[config.mk]
export PLATFORM = sky130hd
export DESIGN_NAME = conv_mac_engine
export DESIGN_NICKNAME = d
export VERILOG_FILES = /design/src/rtl/conv_mac_engine.sv
export SDC_FILE = /design/constraint.sdc
export NUM_CORES = 2
export LEC_CHECK = 0
export ABC_AREA = 1
export BUFFER_PORTS_ARGS = -buffer_cell sky130_fd_sc_hd__buf_2
export CAP_MARGIN = 10
export CORE_MARGIN = 2
export CORE_UTILIZATION = 61
export CTS_CLUSTER_SIZE = 16
export DETAILED_ROUTE_END_ITERATION = 10
export GPL_ROUTABILITY_DRIVEN = 1
export GPL_TIMING_DRIVEN = 0
export PLACE_DENSITY = 0.8
export SLEW_MARGIN = 0
export SYNTH_ARGS = -nofsm -noshare
export SYNTH_HDL_FRONTEND = slang
export SYNTH_SLANG_ARGS = --single-unit
[constraint.sdc]
create_clock -name clk -period 9.7 [get_ports clk]
set_input_delay 1.94 -clock clk [delete_from_list [all_inputs] [get_ports clk]]
set_output_delay 1.94 -clock clk [all_outputs]
set_load 0.05 [all_outputs]
[src/rtl/conv_mac_engine.sv]
// conv_mac_engine: multi-channel KxK convolution MAC engine.
// Each accepted beat carries one KxK window/weight pair for one input channel.
// CIN beats are accumulated on top of a per-output bias. The engine then emits
// the raw accumulator and a rounded, ReLU'd, saturated OUT_W-bit activation.
// That result is held under output backpressure.
//
// Ports:
//   clk, rstn        clock, asynchronous active-low reset
//   valid_in         beat valid; accepted when valid_in && in_ready
//   in_ready         combinational; low only when the completing beat would overwrite an unaccepted result
//   window_in        K*K signed pixels, element 0 in MSBs
//   weight_in        K*K signed weights, same packing
//   bias_in          signed bias, sampled on channel 0 beat
//   relu_en          ReLU enable, sampled on the last channel beat
//   flush            synchronous abort of the partial accumulation
//   valid_out        result valid, held until ready_out
//   ready_out        downstream ready
//   acc_out          bias + sum, pre-ReLU
//   q_out            requantised activation
//   ch_cnt           index of next expected channel beat
module conv_mac_engine #(
  parameter int unsigned DATA_W = 8,
  parameter int unsigned ACC_W  = 32,
  parameter int unsigned K      = 3,
  parameter int unsigned CIN    = 4,
  parameter int unsigned OUT_W  = 8,
  parameter int unsigned SHIFT  = 0,
  localparam int unsigned CNT_W = (CIN > 1) ? $clog2(CIN) : 1
) (
  input  logic                      clk,
  input  logic                      rstn,
  input  logic                      valid_in,
  output logic                      in_ready,
  input  logic [DATA_W*K*K-1:0]     window_in,
  input  logic [DATA_W*K*K-1:0]     weight_in,
  input  logic signed [ACC_W-1:0]   bias_in,
  input  logic                      relu_en,
  input  logic                      flush,
  output logic                      valid_out,
  input  logic                      ready_out,
  output logic signed [ACC_W-1:0]   acc_out,
  output logic signed [OUT_W-1:0]   q_out,
  output logic [CNT_W-1:0]          ch_cnt
);

  localparam int unsigned KK     = K * K;
  localparam int unsigned PROD_W = 2 * DATA_W;
  localparam int unsigned RND_SH = (SHIFT > 0) ? SHIFT - 1 : 0;

  localparam logic [CNT_W-1:0] LAST_CH = CNT_W'(CIN - 1);
  localparam logic [ACC_W:0]   ONE     = (ACC_W + 1)'(1);
  localparam logic [ACC_W:0]   RND     = (SHIFT > 0) ? (ONE << RND_SH) : '0;
  // Clamp bounds at ACC_W+1 bits; the minimum is the bitwise complement of the maximum.
  localparam logic [ACC_W:0]   QMAX    = {{(ACC_W - OUT_W + 2){1'b0}}, {(OUT_W - 1){1'b1}}};
  localparam logic [ACC_W:0]   QMIN    = ~QMAX;

  logic signed [ACC_W-1:0]  acc;
  logic signed [ACC_W-1:0]  dot;
  logic signed [DATA_W-1:0] pix;
  logic signed [DATA_W-1:0] wt;
  logic signed [PROD_W-1:0] prod;
  logic signed [ACC_W-1:0]  base;
  logic signed [ACC_W-1:0]  sum;
  logic signed [ACC_W-1:0]  relu_val;
  logic signed [ACC_W:0]    r_ext;
  logic signed [ACC_W:0]    rounded;
  logic signed [ACC_W:0]    shifted;
  logic signed [OUT_W-1:0]  q_next;
  logic                     first_ch;
  logic                     last_ch;
  logic                     accept;

  assign first_ch = (ch_cnt == '0);
  assign last_ch  = (ch_cnt == LAST_CH);
  assign in_ready = !(last_ch && valid_out && !ready_out);
  assign accept   = valid_in && in_ready && !flush;

  // Dot product of the window; products are sign-extended and wrap at ACC_W.
  always_comb begin
    dot  = '0;
    pix  = '0;
    wt   = '0;
    prod = '0;
    for (int unsigned i = 0; i < KK; i++) begin
      pix  = window_in[DATA_W*(KK-1-i) +: DATA_W];
      wt   = weight_in[DATA_W*(KK-1-i) +: DATA_W];
      prod = pix * wt;
      dot  = dot + ACC_W'(prod);
    end
  end

  // Channel 0 restarts from the bias; later channels continue the running sum.
  always_comb begin
    base = first_ch ? bias_in : acc;
    sum  = base + dot;
  end

  // ReLU, round-half-up shift at ACC_W+1 bits, then saturate to OUT_W.
  always_comb begin
    relu_val = (relu_en && sum[ACC_W-1]) ? '0 : sum;
    r_ext    = {relu_val[ACC_W-1], relu_val};
    rounded  = r_ext + $signed(RND);
    shifted  = rounded >>> SHIFT;
    if (shifted > $signed(QMAX)) begin
      q_next = QMAX[OUT_W-1:0];
    end else if (shifted < $signed(QMIN)) begin
      q_next = QMIN[OUT_W-1:0];
    end else begin
      q_next = shifted[OUT_W-1:0];
    end
  end

  // Channel counter and partial accumulator.
  always_ff @(posedge clk or negedge rstn) begin
    if (!rstn) begin
      ch_cnt <= '0;
      acc    <= '0;
    end else if (flush) begin
      ch_cnt <= '0;
      acc    <= '0;
    end else if (accept) begin
      ch_cnt <= last_ch ? '0 : ch_cnt + CNT_W'(1);
      if (!last_ch) begin
        acc <= sum;
      end
    end
  end

  // Output register; a completing beat reloads it even while the old result is being taken.
  always_ff @(posedge clk or negedge rstn) begin
    if (!rstn) begin
      valid_out <= 1'b0;
      acc_out   <= '0;
      q_out     <= '0;
    end else if (accept && last_ch) begin
      valid_out <= 1'b1;
      acc_out   <= sum;
      q_out     <= q_next;
    end else if (valid_out && ready_out) begin
      valid_out <= 1'b0;
    end
  end

endmodule

==> results list <==
* Clock sinks: 75
- Buffers placed on the I/O ports in this run total 90.
* Deepest clock path buffer count: 2
- Setup violations remaining at the end of the flow were counted as 7.
- Summed over all layers, the routed wires come to slightly below 90,000 µm.
- Counting flops and latches in the post-synthesis netlist gives 75.
- The initial utilization of the core area, before any placement, comes to 61.6%.
- The number of slew-limit violations in the final report was 0.
* Final-report hold violation count: 0
- The detailed router finished its first iteration with between 1,500 and 2,000 violations.
- In this run the mean area of a mapped cell was 8.57 µm².
- Seq. cell area: 1880 µm²
- Hold repair after CTS inserted 0 buffers.
- Type of the worst setup path: primary input to flip-flop
- Maximum number of pins on one net before global-route repair: 41
- The floorplan step set the die width to 240 µm.
- The number of antenna violations at the first check in global routing was 4.
- Once routing completed, OpenROAD measured the worst setup slack at -0.364 ns.
* Drt first pass iters: 5
- At the later pin of the worst-skew pair, clock insertion delay measures 0.33 ns.
* Worst Hold End: q_out[0]
- The first global-routing pass estimated ~140,000 µm of wire.
- The synthesized design contains 0 enable-type register cells.
* TritonCTS clock tree: yes
* Final RePlAce weighted congestion: approximately 0.95
- Vias per inst: 5.22
* Reg2reg end: q_out[4]
- The min-delay analysis places its worst path in the category flip-flop to flip-flop.
* R2r worst-path depth: 32
- Fraction of registers with async set/reset: 100%
- Startpoint of the tightest hold check path: q_out[0]
- The number of clock buffers added by TritonCTS is 9.
- Nets in the synthesized netlist: ~5,300
* Unrepaired setup endpoints after global routing: yes
* Worst setup EP type: flip-flop
- Data on the critical path arrives at its endpoint at 10.33 ns.
- Footprint of the multi-input gates: 27,400 µm²
- Yosys warning total: 0
- The post-route netlist has 16.7% of its cells at a drive strength greater than 1.
- Across the run, the number of max-cap violations was 0.
- In this design, the stage delay of the slowest critical-path cell is 0.66 ns.
- After detailed routing, the average wire length per cell comes to ~18 µm.
- Clock-pin slew was measured on the worst setup and hold paths at 0.05 ns.
- IO Pins: 226
* Via Count: 25,700
* Worst slack, placed: -1.37 ns
* Crit share post-route: 104%
* H-tree Lvls: 3
* Clock tree root driver cell: clkbuf_16
- Core box area: 55,000 µm²
* Count of nets after finishing: 5,480
- Post-route DRC: 0
- Antenna Nets Post-Route: 0
- Maximum clock frequency: 99.4 MHz
* Fill count: 4,013
* Max transition margin: ~54%
- The worst setup path is launched from a primary input.
- Via count of the first global-routing pass: 27,000
- Chip Height: 240 µm
- Setup slack on the worst reg-to-reg path comes out at ~1.0 ns.
- Data required, critical path: 9.97 ns
- The flow ran to the end, but the final reports show violations.
- Counting every instance in the synthesized netlist gives about 3,900.
- Among the stages of the critical path, the cell type that occurs most often is fa_1.
* Number of core rows: 86
- Synth unique cells: 43
- Total congestion overflow: 0
- Skew final: 0.00673 ns
- Of the synthesized area, sequential elements account for 5.54%.
- Counting I/O delays and the setup requirement, the final critical path takes 10.06 ns.
- Worst Hold Path Cells: 2
- Relative to the synthesized area, the layout overhead comes to 13.6%.
- The startpoint identified for the worst register-to-register timing path is ch_cnt[0].
- Failing checks: setup timing
- CP Max Fanout: 8
- Global routing used between 30% and 40% of the available tracks across all layers.
- The mapped netlist covers 33,800 µm².
* Critical path's slowest cell: fa_2
* DP Wirelength: 74,600 µm
* Overall die area: 57,400 µm²
- Most used flip-flop cell after synthesis: dfrtp_1
* Measured slew at the worst slew-check pin: 0.680 ns
[repair_timing]
action	in CTS	in global routing
cloned	1	0
buffers inserted	48	74
endpoints found under the setup margin	42	27
gates resized for setup	241	279
pin swaps	78	137
hold endpoints to repair	0	0
[registers in the layout (all words and copies together) (netlist names)]
| name | count |
|---|---|
| acc | 32 |
| q_out | 8 |
| ch_cnt | 2 |
| valid_out | 1 |
| acc_out | 32 |
[critical path, delay by kind of cell]
kind | cells | cell delay [ns]
AOI/OAI and AO/OA | 3 | 0.48
adders and majority gates | 11 | 5.55
buffers and inverters | 8 | 0.83
and+or+nand+nor | 15 | 1.52
[synth_stat cells (4+ instances only)]
cell      instances  area, µm²
a21oi_1          34        170
clkbuf_1        151        567
dfrtp_1          75       1880
fa_1            908      18200
ha_1            217       2720
inv_1          1430       5370
inv_2             5       18.8
nand2_1         751       2820
nand2_2          12       75.1
nand3_1          47        235
nand3_2           6       60.1
nand4_1          15       93.8
nor2_1           92        345
nor2_2            4       25.0
nor3_1            5       25.0
o21ai_0          77        385
o21bai_1          5       37.5
o22ai_1          31        194
or2_2            32        200
xnor2_1           5       43.8
xor2_1           13        114
[how the worst max path moves through the flow]
stage / from / endpoint / slack (ns) / depth (start not counted)
final: weight_in[47] / q_out[4] / -0.36 / 37
after detailed placement: window_in[7] / q_out[2] / -1.37 / 32
after global routing: window_in[47] / q_out[1] / -0.62 / 34
after global placement: window_in[7] / q_out[1] / -1.29 / 32
after floorplan: weight_in[66] / q_out[1] / -0.11 / 40
after CTS: window_in[7] / q_out[5] / -0.25 / 42
[routing by layer]
metal	part of all wire (%)	routed length (µm)	track usage (%)	vias to the layer above
met4	4.9	4340	10.4	2
met2	50	44300	53.9	1188
li1	-	-	-	11300
met3	8.6	7620	5.13	256
met5	0.012	11	0	-
met1	36	32200	41.2	13000
[layout by cell type, fill, tap and decap left out, drive strengths merged, types with 5 or more instances in the layout]
cell,count
nand4,16
o21ai,82
nor3,7
nor2,96
xor2,14
or2,32
nand2,764
a21oi,36
nand3,55
ha,217
o21bai,5
dfrtp,75
inv,1424
fa,908
xnor2,5
clkinvlp,10
clkbuf,158
o22ai,31
buf,224
[cell type report]
type                    count  share of cell area, %
multi-input cells        2282                   71.1
inverters                1435                   14.2
flip-flops and latches     75                   4.88
repair buffers            214                   4.24
well taps                 748                   2.43
plain buffers             156                   2.35
clock buffers              13                  0.651
clock inverters             2                  0.156
diodes                      2                 0.0130
[metrics by stage]
step	area, µm²	instances	hold WS (ns)	setup TNS, ns	util, %
CTS	37100	4851	0.483	-1.60	67.5
floorplan	34100	3948	0.477	-0.702	-
global placement	35500	4786	0.457	-26.88	64.6
global route	38500	4926	0.516	-4.46	69.9
finish	38500	4927	0.478	-2.51	70.0
detailed placement	35600	4787	0.465	-31.00	64.7
[cells by family (layout without fill, tap and decap cells)]
logic type / after synthesis / after routing / synth area share [%]
adder cells (fa/ha/maj): 1125 / 1125 / 61.7
AND/OR/NAND/NOR: 977 / 977 / 11.9
buffers and inverters: 1591 / 1820 / 17.7
other: 0 / 2 / 0
flip-flops: 75 / 75 / 5.54
multiplexers: 1 / 1 / 0.0296
XOR/XNOR: 19 / 19 / 0.514
AO/OA/AOI/OAI: 160 / 160 / 2.60
Power is not shown: default switching activity piles up to over one toggle a cycle in this logic, so the estimate is an artifact.
